==> config.mk <==
export PLATFORM = sky130hd
export DESIGN_NAME = demux_1_4_flat
export DESIGN_NICKNAME = d
export VERILOG_FILES = /design/src/rtl/demux_1_4_if.sv /design/src/rtl/demux_1_4.sv /design/src/flat_wrapper.sv
export SDC_FILE = /design/constraint.sdc
export NUM_CORES = 1
export LEC_CHECK = 0
export BUFFER_PORTS_ARGS = -buffer_cell sky130_fd_sc_hd__buf_2
export CAP_MARGIN = 20
export CORE_AREA = 2 2 39 41
export DETAILED_ROUTE_END_ITERATION = 8
export DIE_AREA = 0 0 41 43
export GPL_ROUTABILITY_DRIVEN = 0
export GPL_TIMING_DRIVEN = 0
export SYNTH_ARGS = -nofsm -noshare
export SYNTH_HDL_FRONTEND = slang
export SYNTH_SLANG_ARGS = --single-unit
==> constraint.sdc <==
create_clock -name i_clk -period 0.8 [get_ports i_clk]
set_input_delay 0.04 -clock i_clk [delete_from_list [all_inputs] [get_ports i_clk]]
set_output_delay 0.04 -clock i_clk [all_outputs]
set_load 0.02 [all_outputs]
==> src/rtl/demux_1_4_if.sv <==
// Bus bundle for the registered 1-to-4 demultiplexer.
// It carries the data/select inputs and the routed outputs with their error flag.
interface demux_1_4_if;
    logic       i_a;
    logic [3:0] i_sel_code;
    logic       o_a;
    logic       o_b;
    logic       o_c;
    logic       o_d;
    logic       o_sel_err;

    modport master (
        output i_a,
        output i_sel_code,
        input  o_a,
        input  o_b,
        input  o_c,
        input  o_d,
        input  o_sel_err
    );

    modport slave (
        input  i_a,
        input  i_sel_code,
        output o_a,
        output o_b,
        output o_c,
        output o_d,
        output o_sel_err
    );
endinterface

==> src/rtl/demux_1_4.sv <==
// Registered 1-to-4 demultiplexer with a one-hot select code.
// A select code that is not one-hot clears every output and raises a one-cycle error flag.
module demux_1_4 (
    input  logic          i_clk,
    input  logic          i_rst_n,
    demux_1_4_if.slave    bus
);

    logic a_s, b_s, c_s, d_s, sel_err_s;
    logic a_r, b_r, c_r, d_r, sel_err_r;

    // Next-state decode: route the data bit only for exact one-hot codes.
    always_comb begin
        a_s       = 1'b0;
        b_s       = 1'b0;
        c_s       = 1'b0;
        d_s       = 1'b0;
        sel_err_s = 1'b0;
        case (bus.i_sel_code)
            4'b0001: a_s       = bus.i_a;
            4'b0010: b_s       = bus.i_a;
            4'b0100: c_s       = bus.i_a;
            4'b1000: d_s       = bus.i_a;
            default: sel_err_s = 1'b1;
        endcase
    end

    // Output registers with synchronous active-low reset taking priority.
    always_ff @(posedge i_clk) begin
        if (!i_rst_n) begin
            a_r       <= 1'b0;
            b_r       <= 1'b0;
            c_r       <= 1'b0;
            d_r       <= 1'b0;
            sel_err_r <= 1'b0;
        end else begin
            a_r       <= a_s;
            b_r       <= b_s;
            c_r       <= c_s;
            d_r       <= d_s;
            sel_err_r <= sel_err_s;
        end
    end

    assign bus.o_a       = a_r;
    assign bus.o_b       = b_r;
    assign bus.o_c       = c_r;
    assign bus.o_d       = d_r;
    assign bus.o_sel_err = sel_err_r;

endmodule

==> src/flat_wrapper.sv <==
// flat-port wrapper written by rule: the top's interface ports become plain ports
module demux_1_4_flat 
  (i_clk, i_rst_n, bus_i_a, bus_i_sel_code, bus_o_a, bus_o_b, bus_o_c, bus_o_d, bus_o_sel_err);
  demux_1_4_if bus_i ();
  input  logic i_clk;
  input  logic i_rst_n;
  input wire logic [$bits(bus_i.i_a)-1:0] bus_i_a;
  input wire logic [$bits(bus_i.i_sel_code)-1:0] bus_i_sel_code;
  output wire logic [$bits(bus_i.o_a)-1:0] bus_o_a;
  output wire logic [$bits(bus_i.o_b)-1:0] bus_o_b;
  output wire logic [$bits(bus_i.o_c)-1:0] bus_o_c;
  output wire logic [$bits(bus_i.o_d)-1:0] bus_o_d;
  output wire logic [$bits(bus_i.o_sel_err)-1:0] bus_o_sel_err;
  assign bus_i.i_a = bus_i_a;
  assign bus_i.i_sel_code = bus_i_sel_code;
  assign bus_o_a = bus_i.o_a;
  assign bus_o_b = bus_i.o_b;
  assign bus_o_c = bus_i.o_c;
  assign bus_o_d = bus_i.o_d;
  assign bus_o_sel_err = bus_i.o_sel_err;
  demux_1_4 u_core (.i_clk(i_clk), .i_rst_n(i_rst_n), .bus(bus_i));
endmodule
==> summary.md <==
| Metric | Value |
|---|---|
| Hold buffer count at cts | `0` |
| Area of the core | `0.00138 mm^2` |
| Gate Count Post-Synth | `19` |
| Site Rows | `14` |
| Multiplexer share of the synthesized area | `0%` |
| Post-DRT Antenna Nets | `0` |
| Worst Setup SP | `u_core.bus.o_d$_SDFF_PN0_` |
| Synth Register Bits | `5` |
| Number of buffers created by CTS | `3` |
| Slowest cell on the critical path | `dfxtp_1` |
| Slew @ Worst Pin | `0.156 ns` |
| Synth area leaders | `dfxtp_1, nor3b_1, o221a_1` |
| Worst Path Required | `between 0.7 and 0.8 ns` |
| Synth cell types | `12` |
| GR Util All Layers | `5.32%` |
| DR DRC count | `0` |
| Worst rel slew slack | `89.6%` |
| Vias in the first global route | `173` |
| Adder-Cell Fraction of Synth Area | `0%` |
| Initial core utilization | `13.6%` |
| Final net count | `42` |
| Final core utilization | `20.9%` |
| Layout cells sized above 1 | `between 40 and 50%` |
| First-pass GRT wire length | `around 530 um` |
| Synth warn | `0` |
| Avg Cell Area, Syn | `9.88 um^2` |
| Delay-heaviest family, CP | `flip-flops` |
| IO Port Bufs | `11` |
| Sum Neg Setup Slack | `0 ns` |
| Post-synthesis simple-gate area fraction | `30.7%` |
| Die W | `41 um` |
| Longest Clk Path Bufs | `2` |
| Die area | `approximately 0.0018 mm^2` |
| Max-Cap Viols | `0` |
| Endpoints failing setup | `0` |
| Fmax | `about 1400 MHz` |
| CTS tree | `done` |
| Ant diodes | `0` |
| Slowest stage delay, CP | `0.30 ns` |
| Pin count of the biggest net entering global routing | `7` |
| Post-synth net total | `26` |
| Post-Syn Area | `approximately 190 um^2` |
| Xor-xnor portion of the synthesized cell area | `under 10%` |
| CTS H-tree lvls | `1` |
| I/O pin count | `12` |
| HP Start | `bus_i_sel_code[3]` |
| Compound-Gate Fraction of Synth Area | `11.3%` |
| PostCTS Resize Cnt | `0` |
| Sequential element share of the synthesized area | `53.3%` |
| Largest family of logic cells by synthesized area | `simple AND/OR/NAND/NOR gates` |
| Final wirelength | `393 um` |
| Worst EP arrival | `0.69 ns` |
| Crit. End Element | `primary output` |
| Fillcell total | `159` |
| Initial antenna violation count | `0` |
| Startpoint Class | `flip-flop` |
| Dpl cells | `46` |
| Post-Layout Cell Count | `50` |
| Status | `finished clean` |
| Drt wl/cell | `7.86 um` |
| Yosys top cell by area | `dfxtp_1` |
| Grt total ovfl | `0` |
| Die Y-Extent | `~43 um` |
| Clock sinks | `5` |
| Starting DRT DRC Count | `1` |
| Routed vias | `173` |
| Clk slew on worst S/H paths | `0.04 ns` |
| Setup CP Type | `flip-flop to primary output` |
| Cells along the critical path | `buf_2` |
| Clock root buffer master | `clkbuf_4` |
| Post-CTS setup buffers | `0` |
| Hold Fails Final Rpt | `0` |
| Final Max Tran Viols | `0` |
| Tmin final | `0.726 ns` |
| Min-Delay Path Class | `input port to flip-flop` |
| DP Wirelength | `between 300 and 400 um` |
| Worst-path fanout max | `1` |
| LEAKAGE | `0.000127 uW` |
| Period utilization | `90.7%` |
| Unrepaired setup endpoints after global routing | `false` |
| Crit path buffers/inverters | `1` |
| Area delta synth->final | `54.0%` |
| P per Cell Area | `2070 mW/mm^2` |
| Drt via density | `around 3.5` |
| Peak VDD IR | `0.313 mV` |
| Drt pass-1 iters | `2` |
| Area share of the largest cell type after synthesis | `53.3%` |
layer usage:
metal,track usage (%),vias up,wire [um]
li1,-,98,-
met1,4.17,63,168
met2,6.88,10,163
met3,0,2,42
met4,12.0,0,19
met5,0,-,0
stage by stage:
stage                     hold slack [ns]  power [uW]  worst slack [ns]  area, um^2
final                              0.0400         598            0.0741         289
after CTS                          0.0309         617            0.0594         289
after floorplan                     0.116         292             0.239         188
after global placement              0.284         325            0.0656         263
after global routing               0.0549         627            0.0399         289
after detailed placement            0.284         326            0.0491         263
cell usage after synthesis, drive strengths merged:
cell type and count:
nor2b 1, nand4b 1, xor2 1, nor3 1
o21ai 2, nor3b 2, nor2 2, nand3b 1
nand2 2, o221a 1, dfxtp 5
final cells by class:
cell class              instances  area (um^2)  share of cell area [%]
clock buffers                   4         26.3                    9.09
multi-input cells              14         87.6                    30.3
flip-flops and latches          5          100                    34.6
well taps                      16         20.0                    6.93
repair buffers                 11         55.1                    19.0
report_power, final:
part	internal (uW)	switching, uW	total [uW]	leakage (uW)
Sequential	257	1.08	258	0.0000407
Combinational	28.9	34.8	63.7	0.0000715
Clock	188	89.5	277	0.0000150
worst paths after layout:
kind / end / slack (ns) / depth (start not counted)
setup / recovery: bus_o_d / 0.07 / 1
hold / removal: u_core.bus.o_b$_SDFF_PN0_ / 0.04 / 2
state kept, by name, indices dropped and copies added (netlist names):
name and count:
u_core.bus.o_c 1, u_core.bus.o_b 1, u_core.bus.o_a 1, u_core.bus.o_sel_err 1
u_core.bus.o_d 1
logic make-up (layout without fill, tap and decap cells):
logic type,Yosys count,count (layout)
compound gates,3,3
simple gates,10,10
flops,5,5
buf+inv,0,15
xor+xnor,1,1
cell usage in the layout (no fill, tap or decap):
| master | n |
|---|---|
| buf_2 | 11 |
| clkbuf_1 | 1 |
| clkbuf_4 | 3 |
| dfxtp_1 | 5 |
| nand2_1 | 2 |
| nand3b_1 | 1 |
| nand4b_1 | 1 |
| nor2_1 | 2 |
| nor2b_1 | 1 |
| nor3_1 | 1 |
| nor3b_1 | 2 |
| o21ai_0 | 1 |
| o21ai_1 | 1 |
| o221a_1 | 1 |
| xor2_1 | 1 |
No activity file was read; power rests on OpenSTA's default activity.
